[config.mk]
export PLATFORM = sky130hd
export DESIGN_NAME = ula_arbiter_flat
export DESIGN_NICKNAME = d
export VERILOG_FILES = /design/src/rtl/ula_arbiter_pkg.sv /design/src/rtl/ula_arbiter_if.sv /design/src/rtl/ula_arbiter_ula.sv /design/src/rtl/ula_arbiter.sv /design/src/flat_wrapper.sv
export SDC_FILE = /design/constraint.sdc
export NUM_CORES = 1
export LEC_CHECK = 0
export ABC_AREA = 1
export BUFFER_PORTS_ARGS = -buffer_cell sky130_fd_sc_hd__buf_2
export CAP_MARGIN = 20
export CORE_MARGIN = 4
export CORE_UTILIZATION = 52
export CTS_BUF_LIST = sky130_fd_sc_hd__clkbuf_16
export DETAILED_ROUTE_END_ITERATION = 7
export HOLD_SLACK_MARGIN = 0.05
export PLACE_DENSITY = 0.82
export SLEW_MARGIN = 20
export SYNTH_ARGS = -nofsm -noshare
export SYNTH_HDL_FRONTEND = slang
export SYNTH_SLANG_ARGS = --single-unit
[constraint.sdc]
create_clock -name clk_in -period 3 [get_ports clk_in]
set_input_delay 0.3 -clock clk_in [delete_from_list [all_inputs] [get_ports clk_in]]
set_output_delay 0.3 -clock clk_in [all_outputs]
set_load 0.005 [all_outputs]
[src/rtl/ula_arbiter_pkg.sv]
`default_nettype none
// +----------------------------------------------------------------------+
// | ula_arbiter_pkg : widths, opcodes and request record for ula_arbiter  |
// | Revision 1.0                                                          |
// +----------------------------------------------------------------------+
package ula_arbiter_pkg;

   localparam int BITS     = 8;
   localparam int OP       = 8;
   localparam int ULA_REQS = 2;

   typedef enum logic [OP-1:0] {
      ULA_NOT   = 8'h00,
      ULA_ADD   = 8'h01,
      ULA_SUB   = 8'h02,
      ULA_AND   = 8'h03,
      ULA_OR    = 8'h04,
      ULA_XOR   = 8'h05,
      ULA_PASSA = 8'h06
   } ula_op_e;

   typedef struct packed {
      logic [BITS-1:0] a;
      logic [BITS-1:0] b;
      logic [OP-1:0]   op;
   } ula_req_t;

endpackage
`default_nettype wire

[src/rtl/ula_arbiter_if.sv]
`default_nettype none
// +----------------------------------------------------------------------+
// | ula_arbiter_if : request/response channels of both ula requesters     |
// | Revision 1.0                                                          |
// +----------------------------------------------------------------------+
interface ula_arbiter_if;
   import ula_arbiter_pkg::*;

   logic            req0_valid_in;
   logic            req0_ready_out;
   logic [BITS-1:0] req0_a_in;
   logic [BITS-1:0] req0_b_in;
   logic [OP-1:0]   req0_op_in;

   logic            req1_valid_in;
   logic            req1_ready_out;
   logic [BITS-1:0] req1_a_in;
   logic [BITS-1:0] req1_b_in;
   logic [OP-1:0]   req1_op_in;

   logic            rsp0_valid_out;
   logic            rsp0_ready_in;
   logic            rsp1_valid_out;
   logic            rsp1_ready_in;
   logic [BITS-1:0] result_out;

   modport slave (
      input  req0_valid_in, req0_a_in, req0_b_in, req0_op_in,
      input  req1_valid_in, req1_a_in, req1_b_in, req1_op_in,
      input  rsp0_ready_in, rsp1_ready_in,
      output req0_ready_out, req1_ready_out,
      output rsp0_valid_out, rsp1_valid_out, result_out
   );

   modport master (
      output req0_valid_in, req0_a_in, req0_b_in, req0_op_in,
      output req1_valid_in, req1_a_in, req1_b_in, req1_op_in,
      output rsp0_ready_in, rsp1_ready_in,
      input  req0_ready_out, req1_ready_out,
      input  rsp0_valid_out, rsp1_valid_out, result_out
   );

endinterface
`default_nettype wire

[src/rtl/ula_arbiter_ula.sv]
`default_nettype none
// +----------------------------------------------------------------------+
// | ula : purely combinational logic/arithmetic unit                      |
// | Revision 1.0                                                          |
// +----------------------------------------------------------------------+
module ula
   import ula_arbiter_pkg::*;
(
   input  logic [BITS-1:0] a_in,
   input  logic [BITS-1:0] b_in,
   input  logic [OP-1:0]   op_in,
   output logic [BITS-1:0] result_out
);

   always_comb begin
      result_out = '0;
      case (op_in)
         ULA_NOT:   result_out = ~b_in;
         ULA_ADD:   result_out = a_in + b_in;
         ULA_SUB:   result_out = a_in - b_in;
         ULA_AND:   result_out = a_in & b_in;
         ULA_OR:    result_out = a_in | b_in;
         ULA_XOR:   result_out = a_in ^ b_in;
         ULA_PASSA: result_out = a_in;
         default:   result_out = '0;
      endcase
   end

endmodule
`default_nettype wire

[src/rtl/ula_arbiter.sv]
`default_nettype none
// +----------------------------------------------------------------------+
// | ula_arbiter : round-robin sharing of one ula between two requesters   |
// | Revision 1.0                                                          |
// +----------------------------------------------------------------------+
module ula_arbiter
   import ula_arbiter_pkg::*;
(
   input  logic          clk_in,
   input  logic          rst_in,
   ula_arbiter_if.slave  bus
);

   logic            pending_q, pending_d;
   logic            owner_q,   owner_d;
   logic            last_q,    last_d;
   logic [BITS-1:0] result_q,  result_d;

   logic            consume;
   logic            free;
   logic            grant;
   logic            accept;
   logic [BITS-1:0] mux_a;
   logic [BITS-1:0] mux_b;
   logic [OP-1:0]   mux_op;
   logic [BITS-1:0] ula_result;

   // A result consumed this cycle frees the slot for an immediate re-issue.
   always_comb begin
      consume = pending_q && (owner_q ? bus.rsp1_ready_in : bus.rsp0_ready_in);
      free    = !pending_q || consume;
      if (bus.req0_valid_in && bus.req1_valid_in)
         grant = !last_q;
      else
         grant = bus.req1_valid_in;
      accept  = free && (bus.req0_valid_in || bus.req1_valid_in) && !rst_in;
   end

   assign bus.req0_ready_out = accept && !grant;
   assign bus.req1_ready_out = accept &&  grant;

   always_comb begin
      mux_a  = grant ? bus.req1_a_in  : bus.req0_a_in;
      mux_b  = grant ? bus.req1_b_in  : bus.req0_b_in;
      mux_op = grant ? bus.req1_op_in : bus.req0_op_in;
   end

   ula u_ula (
      .a_in       (mux_a),
      .b_in       (mux_b),
      .op_in      (mux_op),
      .result_out (ula_result)
   );

   always_comb begin
      pending_d = pending_q;
      owner_d   = owner_q;
      last_d    = last_q;
      result_d  = result_q;
      if (accept) begin
         pending_d = 1'b1;
         owner_d   = grant;
         last_d    = grant;
         result_d  = ula_result;
      end else if (consume) begin
         pending_d = 1'b0;
      end
   end

   // last resets to 1 so requester 0 wins the first tie.
   always_ff @(posedge clk_in) begin
      if (rst_in) begin
         pending_q <= 1'b0;
         owner_q   <= 1'b0;
         last_q    <= 1'b1;
         result_q  <= '0;
      end else begin
         pending_q <= pending_d;
         owner_q   <= owner_d;
         last_q    <= last_d;
         result_q  <= result_d;
      end
   end

   assign bus.rsp0_valid_out = pending_q && !owner_q;
   assign bus.rsp1_valid_out = pending_q &&  owner_q;
   assign bus.result_out     = result_q;

endmodule
`default_nettype wire
[src/flat_wrapper.sv]
// flat-port wrapper written by rule: the top's interface ports become plain ports
module ula_arbiter_flat import ula_arbiter_pkg::*;
  (clk_in, rst_in, bus_req0_valid_in, bus_req0_a_in, bus_req0_b_in, bus_req0_op_in, bus_req1_valid_in, bus_req1_a_in, bus_req1_b_in, bus_req1_op_in, bus_rsp0_ready_in, bus_rsp1_ready_in, bus_req0_ready_out, bus_req1_ready_out, bus_rsp0_valid_out, bus_rsp1_valid_out, bus_result_out);
  ula_arbiter_if bus_i ();
  input  logic clk_in;
  input  logic rst_in;
  input wire logic [$bits(bus_i.req0_valid_in)-1:0] bus_req0_valid_in;
  input wire logic [$bits(bus_i.req0_a_in)-1:0] bus_req0_a_in;
  input wire logic [$bits(bus_i.req0_b_in)-1:0] bus_req0_b_in;
  input wire logic [$bits(bus_i.req0_op_in)-1:0] bus_req0_op_in;
  input wire logic [$bits(bus_i.req1_valid_in)-1:0] bus_req1_valid_in;
  input wire logic [$bits(bus_i.req1_a_in)-1:0] bus_req1_a_in;
  input wire logic [$bits(bus_i.req1_b_in)-1:0] bus_req1_b_in;
  input wire logic [$bits(bus_i.req1_op_in)-1:0] bus_req1_op_in;
  input wire logic [$bits(bus_i.rsp0_ready_in)-1:0] bus_rsp0_ready_in;
  input wire logic [$bits(bus_i.rsp1_ready_in)-1:0] bus_rsp1_ready_in;
  output wire logic [$bits(bus_i.req0_ready_out)-1:0] bus_req0_ready_out;
  output wire logic [$bits(bus_i.req1_ready_out)-1:0] bus_req1_ready_out;
  output wire logic [$bits(bus_i.rsp0_valid_out)-1:0] bus_rsp0_valid_out;
  output wire logic [$bits(bus_i.rsp1_valid_out)-1:0] bus_rsp1_valid_out;
  output wire logic [$bits(bus_i.result_out)-1:0] bus_result_out;
  assign bus_i.req0_valid_in = bus_req0_valid_in;
  assign bus_i.req0_a_in = bus_req0_a_in;
  assign bus_i.req0_b_in = bus_req0_b_in;
  assign bus_i.req0_op_in = bus_req0_op_in;
  assign bus_i.req1_valid_in = bus_req1_valid_in;
  assign bus_i.req1_a_in = bus_req1_a_in;
  assign bus_i.req1_b_in = bus_req1_b_in;
  assign bus_i.req1_op_in = bus_req1_op_in;
  assign bus_i.rsp0_ready_in = bus_rsp0_ready_in;
  assign bus_i.rsp1_ready_in = bus_rsp1_ready_in;
  assign bus_req0_ready_out = bus_i.req0_ready_out;
  assign bus_req1_ready_out = bus_i.req1_ready_out;
  assign bus_rsp0_valid_out = bus_i.rsp0_valid_out;
  assign bus_rsp1_valid_out = bus_i.rsp1_valid_out;
  assign bus_result_out = bus_i.result_out;
  ula_arbiter u_core (.clk_in(clk_in), .rst_in(rst_in), .bus(bus_i));
endmodule
# Word level (Yosys, flattened, before mapping)
# Cells that the tools add are included.
dict set report classes {
  n_addsub 2
  n_eq_ne 6
  muxes 8
  bitwise_logic 4
  reduce_logical 17
}
# cell n
set ops {}
lappend ops {{case mux 8 bit (7 select lines)} 1}
lappend ops {{equality test 8 x 3 -> 1 bit, second input constant} 3}
lappend ops {{two-way mux 8 bit} 3}
lappend ops {{equality test 8 x 2 -> 1 bit, second input constant} 2}
lappend ops {{adder 8 bit} 1}
lappend ops {{AND 8 bit} 1}
lappend ops {{equality test 8 x 1 -> 1 bit, second input constant} 1}
lappend ops {{logical AND 1 bit} 8}
lappend ops {{logical NOT 8 bit} 1}
lappend ops {{inverter 8 bit} 1}
lappend ops {{bitwise OR 8 bit} 1}
lappend ops {{subtractor 8 bit} 1}
lappend ops {{XOR 8 bit} 1}
lappend ops {{logical NOT 1 bit} 5}
lappend ops {{two-way mux 1 bit} 4}
lappend ops {{logical OR 1 bit} 2}
lappend ops {{nonzero test 2 bit} 1}
dict set report totals {
  ff_bits 11
  inputBits 54
  output_inout_bits 12
  word_cells 41
}

# Depth between registers and ports, before layout
# Gate-level depths: netlist of run 1.
dict set report logic_depth {
  ltp_word 6
  depth_mapped 22
  depth_no_buf 21
}

# By module
# A second synthesis of run 1 with hierarchy kept.
dict set report unflattened {
  cells_unflattened 363
  area_unflattened_um2 2043.2
}
# mod instances cells_each area_per_inst_um2 seq_area_each_um2
set by_module_without_submodules {}
lappend by_module_without_submodules {ula 1 219 1237.4 0.0}
lappend by_module_without_submodules {ula_arbiter 1 144 805.8 220.2}

# Least setup slack after synthesis of run 1
# Ideal clock, no wire load.
dict set report synth_path {
  path_kind {reg-to-reg}
  startpoint {register u_core.last_q}
  endpoint {register u_core.result_q[7], in the netlist u_core.bus.result_out[7]}
  setup_time_ns 0.112
  arrival_time_ns 2.548
  required_time_ns 2.888
  path_slack_ns 0.339
  stages_incl_launch_ff 21
  n_path_buf 2
  period_less_slack_ns 2.661
  cell_sequence {dfxtp_1 -> nand2_4 -> nand2_4 -> buf_12 -> buf_12 -> nand2_1 -> nand2_1 -> inv_1 -> ha_1 -> nand3_1 -> o31ai_1 -> xor2_1 -> ha_1 -> a21oi_1 -> o21ai_0 -> a31oi_1 -> nand3_1 -> nand3_1 -> nand2_1 -> nand2_1 -> nand2_1}
}
dict set report synth_between {
  elab_chain_len 5
  word_cells_on_any_way 19
  classes_between {add/sub (2); eq/ne (6); mux (5); bitwise (4); reduce/logical (2)}
}
# item line_no
set synth_lines {}
lappend synth_lines {{start, declared} ula_arbiter.sv:16} ;# logic last_q, last_d;
lappend synth_lines {{start signal, assigned} ula_arbiter.sv:80} ;# last_q <= last_d;
lappend synth_lines {{logical NOT 1 bit *} ula_arbiter.sv:33} ;# grant = !last_q;
lappend synth_lines {{two-way mux 1 bit *} ula_arbiter.sv:32} ;# if (bus.req0_valid_in && bus.req1_valid_in)
lappend synth_lines {{two-way mux 8 bit, on equally long branches} {ula_arbiter.sv:43, ula_arbiter.sv:44, ula_arbiter.sv:45}}
lappend synth_lines {{subtractor 8 bit (tied with other cells)} ula_arbiter_ula.sv:20} ;# ULA_SUB: result_out = a_in - b_in;
lappend synth_lines {{case mux 8 bit (7 select lines) *} ula_arbiter_ula.sv:17} ;# case (op_in)
lappend synth_lines {{end signal, assigned} ula_arbiter.sv:81} ;# result_q <= result_d;
lappend synth_lines {{end, declared} ula_arbiter.sv:17} ;# logic [BITS-1:0] result_q, result_d;
# Mark *: on every way between the ends. The rest lies on a longest branch, timed or not.
# A chain may end at the register's enable or synchronous reset.

# Worst setup path in the final report of run 1
# Same ends and word-level chain as after synthesis.

==> flow_summary.json, run 1 <==
{
  "status": "finished, final reports clean",
  "synth_top_family_by_area": "simple AND/OR/NAND/NOR gates",
  "reg2reg_setup_slack_ns": 0.23,
  "num-fill-cells": 351,
  "drtIter0Drc": 60,
  "globalRoute.totalOverflow": 0,
  "layout_commonest_cell": "sky130_fd_sc_hd__nand2_1",
  "first_pass_grt_wire_length_um": 9240,
  "rr_worst_depth": 17,
  "timing.slew.headroom_pct": 54.1,
  "drc": 0,
  "drt_pass1_iterations": 4,
  "post_synth.cell_area_avg_sq_um": 6.16,
  "ordered_cell_list_for_the_critical_path": "nand2_4 > buf_4 > nand3_1 > nand2_2 > nor2_2 > nand3_4 > nand2_1 > xor2_1 > ha_1 > a21oi_1 > nand2_1 > a31oi_2 > nand3_1 > nand3_1 > nand2_1 > nand2_1 > nand2_1",
  "most-common-layout-cells": "sky130_fd_sc_hd__nand2_1, sky130_fd_sc_hd__buf_2, sky130_fd_sc_hd__inv_1, sky130_fd_sc_hd__nor2_1, sky130_fd_sc_hd__nand3_1",
  "worst_path_largest_cell_delay_ns": 0.35,
  "mappedNetlistNets": 402,
  "floorplan.die_area_sq_um": 4910,
  "antenna_found_initial": 0,
  "timing.critical_path.required_ns": 3.13,
  "seq_power_share_pct": 19.7,
  "worstSetupStartpointType": "flop",
  "pwr-share-comb_pct": 50.3,
  "worst_r2r_startpoint": "u_core.last_q",
  "io_pins": 66,
  "synth_area_sq_um": 2000,
  "report.final.setup_viol": 0,
  "grt_max_degree": 14,
  "worstHoldEndpoint": "u_core.last_q",
  "flow.area_growth_from_synthesis_pct": 24.7,
  "grt_pass1_vias": 2213,
  "vias_per_cell": 5.15,
  "routed_wire_length_per_instance_um": 12.3,
  "number_of_failing_hold_endpoints_at_the_final_stage": 0,
  "max-vdd-ir-drop_v": 0.000174,
  "switching_share_pct": 37.8,
  "seq_area_sq_um": 221,
  "max-clock-path-buffers": 2,
  "yosys.area_share.adder_pct": 14.7,
  "setup_tns_ns": 0,
  "clkSinkCount": 11,
  "yosys.area_share.xor_xnor_pct": 4.37,
  "slew_at_the_pin_closest_to_its_max_slew_limit_ns": 0.688,
  "worstSetupEndpointType": "flop",
  "netlist.area_leader.share_pct": 16.5,
  "cap_viol_max_count": 0,
  "ant_nets": 0,
  "total_track_usage_pct": 22.4,
  "fin_nets": 476,
  "post_synth_mux_area_share_pct": 0,
  "worst_setup_hold_path_clk_slew_ns": 0.04,
  "layout_min_cycle_time_ns": 2.77,
  "timing.critical_path.fanout_max": 9,
  "synth-edff-count": 0,
  "ctsHtreeMaxLevel": 1,
  "critPathKind": "flop to flop",
  "core_area_sq_um": 3690,
  "power_report.internal_total_w": 0.000489,
  "io_buffers": 65,
  "worstReg2RegEnd": "u_core.bus.result_out[7]",
  "setup_ws_ns": 0.233,
  "timing.critical_path.arrival_ns": 2.90,
  "dp_hpwl_um": 4530,
  "fp-row-count": 22,
  "die_height_um": 70.1,
  "tritoncts": "yes",
  "place_worst_setup_slack_ns": 0.144,
  "source_to_sink_clock_delay_at_the_later_pin_of_the_worst_skew_pair_ns": 0.23,
  "p_leak_nw": 1.47,
  "most_used_flip_flop_cell_after_synthesis": "sky130_fd_sc_hd__dfxtp_1",
  "max_freq_mhz": 361,
  "final_layout_size_suffix_gt1_share_pct": 28.4,
  "critical_path.slowest_cell": "sky130_fd_sc_hd__dfxtp_2",
  "report.final.slew_viol_count": 0,
  "synthSimpleGateAreaFrac_pct": 40.0,
  "multi_input_comb_area_sq_um": 1540,
  "netlist_instances": 325,
  "cts.root.buffer_cell": "sky130_fd_sc_hd__clkbuf_16",
  "initial_utilization_pct": 54.3,
  "async_s_r_ff_share_synth_pct": 0,
  "synth-warning-count": 0,
  "cts.hold.buffers_added": 0,
  "synth_seq_cells": 11,
  "path_common_cell": "sky130_fd_sc_hd__nand2_1",
  "synth_cell_types": 39,
  "diodes": 0,
  "period_share_pct": 92.2,
  "hold_path_depth": 3,
  "worst_clock_skew_ns": 0.000992,
  "num_vias": 2295,
  "netlist_top_cells_area": "sky130_fd_sc_hd__nand2_1, sky130_fd_sc_hd__ha_1, sky130_fd_sc_hd__dfxtp_1",
  "hold_class": "input pin to flop",
  "synth_top_area_cell": "sky130_fd_sc_hd__nand2_1",
  "gp_congestion": 0.942,
  "powerDensity_nw_per_um2": 315,
  "complex_gate_fraction_of_the_synthesized_area_pct": 16.4,
  "detailed_route_wire_length_um": 5470,
  "seq_area_frac_synth_pct": 11.0,
  "floorplan.die.width_um": 70.1,
  "min_from": "rst_in",
  "power.switching_w": 0.000297,
  "clock_share_of_power_pct": 30.0,
  "cts-buffers-inserted": 3
}
==> area by class of cell <==
| class | count | share of cell area [%] |
|---|---|---|
| Multi-Input combinational cell | 255 | 61.6 |
| Timing Repair Buffer | 75 | 16.0 |
| Sequential cell | 11 | 8.86 |
| Inverter | 53 | 7.96 |
| Clock buffer | 3 | 3.00 |
| Tap cell | 48 | 2.40 |
| Clock inverter | 1 | 0.150 |
==> per-stage QoR <==
step | area (sq um) | power, W | std cells | hold slack [ns] | util (%)
6_report | 2500 | 0.000786 | 446 | 0.300 | 67.7
4_1_cts | 2460 | 0.000773 | 445 | 0.299 | 66.8
2_1_floorplan | 2000 | 0.000436 | 325 | 0.392 | -
3_3_place_gp | 2380 | 0.000526 | 441 | 0.436 | 64.6
3_5_place_dp | 2380 | 0.000534 | 441 | 0.433 | 64.6
5_1_grt | 2500 | 0.000856 | 446 | 0.309 | 67.7
==> logic make-up (layout without fill, tap and decap cells) <==
family | count (synthesis) | after routing
xor+xnor | 10 | 10
buf+inv | 59 | 132
fa+ha+maj | 23 | 23
flops | 11 | 11
simple gates | 172 | 172
compound gates | 50 | 50
==> worst max-delay path, delay by kind of cell (launching register included) <==
family	cells	cell delay (ns)
and+or+nand+nor	12	1.21
AOI/OAI and AO/OA	2	0.42
DFF	1	0.35
adders and majority gates	1	0.32
xor gates and xnor gates	1	0.18
buffers and inverters	1	0.17
==> layer usage <==
metal	vias up	track usage, %	share of wire (%)
met4	0	8.09	1.7
met2	81	39.9	51
met3	12	4.32	7.1
li1	1182	-	-
met1	1020	26.5	41
met5	-	0	0
==> state kept, by name (all words and copies together) (netlist names) <==
name,flops
u_core.owner_q,1
u_core.bus.result_out,8
u_core.last_q,1
u_core.pending_q,1
==> power groups by stage <==
stage	Clock, W	Combinational (W)	Sequential, W
finish	0.000236	0.000395	0.000155
detailed placement	0	0.000377	0.000157
global placement	0	0.000369	0.000157
floorplan	0	0.000280	0.000156
CTS	0.000239	0.000379	0.000155
global route	0.000248	0.000452	0.000155
==> worst max-delay path by stage <==
| stage | startpoint | to | slack, ns | depth (start not counted) |
|---|---|---|---|---|
| after detailed placement | bus_req0_valid_in | u_core.bus.result_out[7] | 0.14 | 20 |
| after CTS | u_core.last_q | u_core.bus.result_out[7] | 0.15 | 19 |
| after global routing | u_core.last_q | u_core.bus.result_out[7] | -0.04 | 17 |
| after global placement | bus_req0_valid_in | u_core.bus.result_out[7] | 0.17 | 20 |
| final | u_core.last_q | u_core.bus.result_out[7] | 0.23 | 17 |
| after floorplan | u_core.last_q | u_core.bus.result_out[7] | 0.34 | 20 |
==> cell usage after synthesis (4+ instances only) <==
cell type	instances
sky130_fd_sc_hd__o21ai_1	7
sky130_fd_sc_hd__nand2_2	9
sky130_fd_sc_hd__nor2_1	25
sky130_fd_sc_hd__nand2_1	88
sky130_fd_sc_hd__xor2_1	6
sky130_fd_sc_hd__xnor2_1	4
sky130_fd_sc_hd__nand4_1	4
sky130_fd_sc_hd__a21oi_1	10
sky130_fd_sc_hd__dfxtp_1	11
sky130_fd_sc_hd__inv_1	51
sky130_fd_sc_hd__nand3b_1	6
sky130_fd_sc_hd__ha_1	22
sky130_fd_sc_hd__o21ai_0	15
sky130_fd_sc_hd__nand3_1	24
sky130_fd_sc_hd__or2_2	6
==> timing repair <==
item	CTS	global route
setup buffers	0	1
resized for setup	0	5
endpoints found under the setup margin	0	5
Note: power is estimated with default switching activity, not from simulation.
==> run 2, diff against run 1 <==
ABC_AREA = not set   (was 1)
CORE_UTILIZATION = 40   (was 52)
PLACE_DENSITY = 0.66   (was 0.82)
==> flow_summary.json, run 2 <==
{
  "status": "finished, final reports clean",
  "ant_nets": 0,
  "clkSinkCount": 11,
  "fp-row-count": 24,
  "period_share_pct": 94.5,
  "synth_top_family_by_area": "simple AND/OR/NAND/NOR gates",
  "core_area_sq_um": 4470,
  "routed_wire_length_per_instance_um": 14.5,
  "multi_input_comb_area_sq_um": 1570,
  "drt_pass1_iterations": 4,
  "slew_at_the_pin_closest_to_its_max_slew_limit_ns": 0.625,
  "cts-buffers-inserted": 3,
  "synth_top_area_cell": "sky130_fd_sc_hd__ha_1",
  "die_height_um": 76.8,
  "synth_area_sq_um": 1890,
  "synth_common_cells": "sky130_fd_sc_hd__nand2_1, sky130_fd_sc_hd__ha_1, sky130_fd_sc_hd__inv_1",
  "hold_class": "input pin to flop",
  "globalRoute.totalOverflow": 0,
  "floorplan.die.width_um": 76.8,
  "place_worst_setup_slack_ns": -0.0672,
  "max-clock-path-buffers": 2,
  "ctsHtreeMaxLevel": 1,
  "cts.hold.buffers_added": 0,
  "timing.critical_path.arrival_ns": 2.95,
  "largest_register_ffs": 8,
  "worst_setup_hold_path_clk_slew_ns": 0.04,
  "most_used_flip_flop_cell_after_synthesis": "sky130_fd_sc_hd__dfxtp_1",
  "io_buffers": 65,
  "fin_nets": 414,
  "initial_utilization_pct": 42.3,
  "powerDensity_nw_per_um2": 307,
  "yosys.area_share.adder_pct": 15.6,
  "drc": 0,
  "flow.area_growth_from_synthesis_pct": 31.7,
  "report.final.slew_viol_count": 0,
  "tritoncts": "yes",
  "worst_clock_skew_ns": 0.00257,
  "timing.critical_path.required_ns": 3.11,
  "fin_hold_ws_ns": 0.343,
  "io_pins": 66,
  "synth_seq_cells": 11,
  "layout_min_cycle_time_ns": 2.84,
  "p_leak_nw": 1.22,
  "seq_area_sq_um": 220,
  "synth.most_common_cell": "sky130_fd_sc_hd__nand2_1",
  "number_of_failing_hold_endpoints_at_the_final_stage": 0,
  "complex_gate_fraction_of_the_synthesized_area_pct": 25.1,
  "mappedNetlistNets": 332,
  "max_freq_mhz": 353,
  "layout.core_utilization_pct": 55.6,
  "most-common-layout-cells": "sky130_fd_sc_hd__buf_2, sky130_fd_sc_hd__nand2_1, sky130_fd_sc_hd__inv_1, sky130_fd_sc_hd__ha_1, sky130_fd_sc_hd__buf_4",
  "seq_area_frac_synth_pct": 11.6,
  "netlist.area_leader.share_pct": 14.6,
  "diodes": 0,
  "grt_max_degree": 18,
  "source_to_sink_clock_delay_at_the_later_pin_of_the_worst_skew_pair_ns": 0.24,
  "worstSetupEndpointType": "flop",
  "final_layout_size_suffix_gt1_share_pct": 31.0,
  "synth-warning-count": 0,
  "gp_congestion": 0.843,
  "synth_cell_types": 58,
  "async_s_r_ff_share_synth_pct": 0,
  "synth-edff-count": 0,
  "timing.critical_path.fanout_max": 8,
  "layout_commonest_cell": "sky130_fd_sc_hd__buf_2",
  "netlist_instances": 255,
  "max-vdd-ir-drop_v": 0.000186,
  "cts.root.buffer_cell": "sky130_fd_sc_hd__clkbuf_16",
  "grt_pass1_vias": 1995,
  "first_pass_grt_wire_length_um": 9350,
  "num_vias": 2132,
  "total_track_usage_pct": 19.0,
  "post_synth_mux_area_share_pct": 5.29,
  "yosys.area_share.xor_xnor_pct": 6.02,
  "worstSetupStartpointType": "flop",
  "drtIter0Drc": 102,
  "floorplan.die_area_sq_um": 5890,
  "synthSimpleGateAreaFrac_pct": 29.6,
  "num-fill-cells": 460,
  "post_synth.cell_area_avg_sq_um": 7.41,
  "antenna_found_initial": 0,
  "detailed_route_wire_length_um": 5640,
  "timing.slew.headroom_pct": 57.8,
  "dp_hpwl_um": 4680,
  "cap_viol_max_count": 0,
  "netlist_top_cells_area": "sky130_fd_sc_hd__ha_1, sky130_fd_sc_hd__dfxtp_1, sky130_fd_sc_hd__nand2_1",
  "critPathKind": "flop to flop",
  "report.final.setup_viol": 0,
  "setup_ws_ns": 0.164,
  "vias_per_cell": 5.49
}
==> run 2: changes by cell type in the layout (fill, tap and decap cells not counted), moves of 9 or more <==
cell / previous run / this run
sky130_fd_sc_hd__nand2_1: 88 / 37
sky130_fd_sc_hd__nor3_1: 1 / 12
sky130_fd_sc_hd__inv_1: 52 / 23
sky130_fd_sc_hd__nand3_1: 24 / 3
sky130_fd_sc_hd__nand2_2: 9 / 0
sky130_fd_sc_hd__nor2_1: 25 / 16
sky130_fd_sc_hd__buf_4: 10 / 20
==> run 2: kinds of logic after synthesis <==
group / after synthesis
fa+ha+maj: 23
mux: 10
xor+xnor: 13
flops: 11
buf+inv: 30
compound gates: 63
simple gates: 105
==> run 2: critical path: stages, from the launching register on <==
cell and delay [ns]:
sky130_fd_sc_hd__dfxtp_1 0.39, sky130_fd_sc_hd__a21bo_4 0.21, sky130_fd_sc_hd__buf_4 0.18, sky130_fd_sc_hd__mux2i_2 0.28, sky130_fd_sc_hd__ha_1 0.21, sky130_fd_sc_hd__inv_1 0.05
sky130_fd_sc_hd__fa_1 0.40, sky130_fd_sc_hd__a21o_1 0.19, sky130_fd_sc_hd__a21oi_2 0.17, sky130_fd_sc_hd__buf_4 0.13, sky130_fd_sc_hd__xnor2_1 0.11, sky130_fd_sc_hd__o22ai_1 0.08
sky130_fd_sc_hd__nor3_1 0.20, sky130_fd_sc_hd__o21ai_0 0.11
==> run 2: metrics by stage <==
step                      instances  instance area (sq um)  TNS (ns)  power (W)
after floorplan                 255                   1890         0   0.000389
after global placement          384                   2390  -0.00801   0.000510
after detailed placement        384                   2390   -0.0672   0.000516
after CTS                       388                   2460         0   0.000760
after global routing            388                   2490   -0.0174   0.000830
final                           388                   2490         0   0.000763
==> run 2: layout make-up <==
type | count | share of cell area [%]
well taps | 52 | 2.61
clock buffers | 3 | 3.02
flip-flops and latches | 11 | 8.84
repair buffers | 85 | 19.1
multi-input cells | 214 | 63.0
inverters | 22 | 3.32
clock inverters | 1 | 0.151
==> run 2: timing repair <==
item,CTS,global route
buffers inserted,0,0
resized for setup,1,5
setup endpoints to repair,1,4
==> run 2: path summary, 6_finish.rpt <==
path | from | endpoint | slack, ns | cells after the start
worst min register to register | u_core.bus.result_out[0] | u_core.bus.result_out[0] | 0.44 | 2
worst max register to register | u_core.last_q | u_core.bus.result_out[4] | 0.16 | 13
worst min-delay path | rst_in | u_core.pending_q | 0.34 | 2
worst max-delay path | u_core.last_q | u_core.bus.result_out[4] | 0.16 | 13
==> run 2: power by group <==
| part | internal, W | switching (W) | total, W | leakage [nW] |
|---|---|---|---|---|
| combinational | 0.000172 | 0.000195 | 0.000367 | 1.09 |
| sequential | 0.000152 | 0.00000453 | 0.000157 | 0.0897 |
| clock | 0.000175 | 0.0000648 | 0.000240 | 0.0423 |
==> run 2: metal layers <==
metal  vias to the layer above  global-route usage [%]  part of all wire (%)
li1                       1091                       -                     -
met1                       972                    25.3                    47
met2                        63                    32.5                    48
met3                         6                    1.87                   4.7
met4                         0                    5.07                  0.83
met5                         -                       0                     0
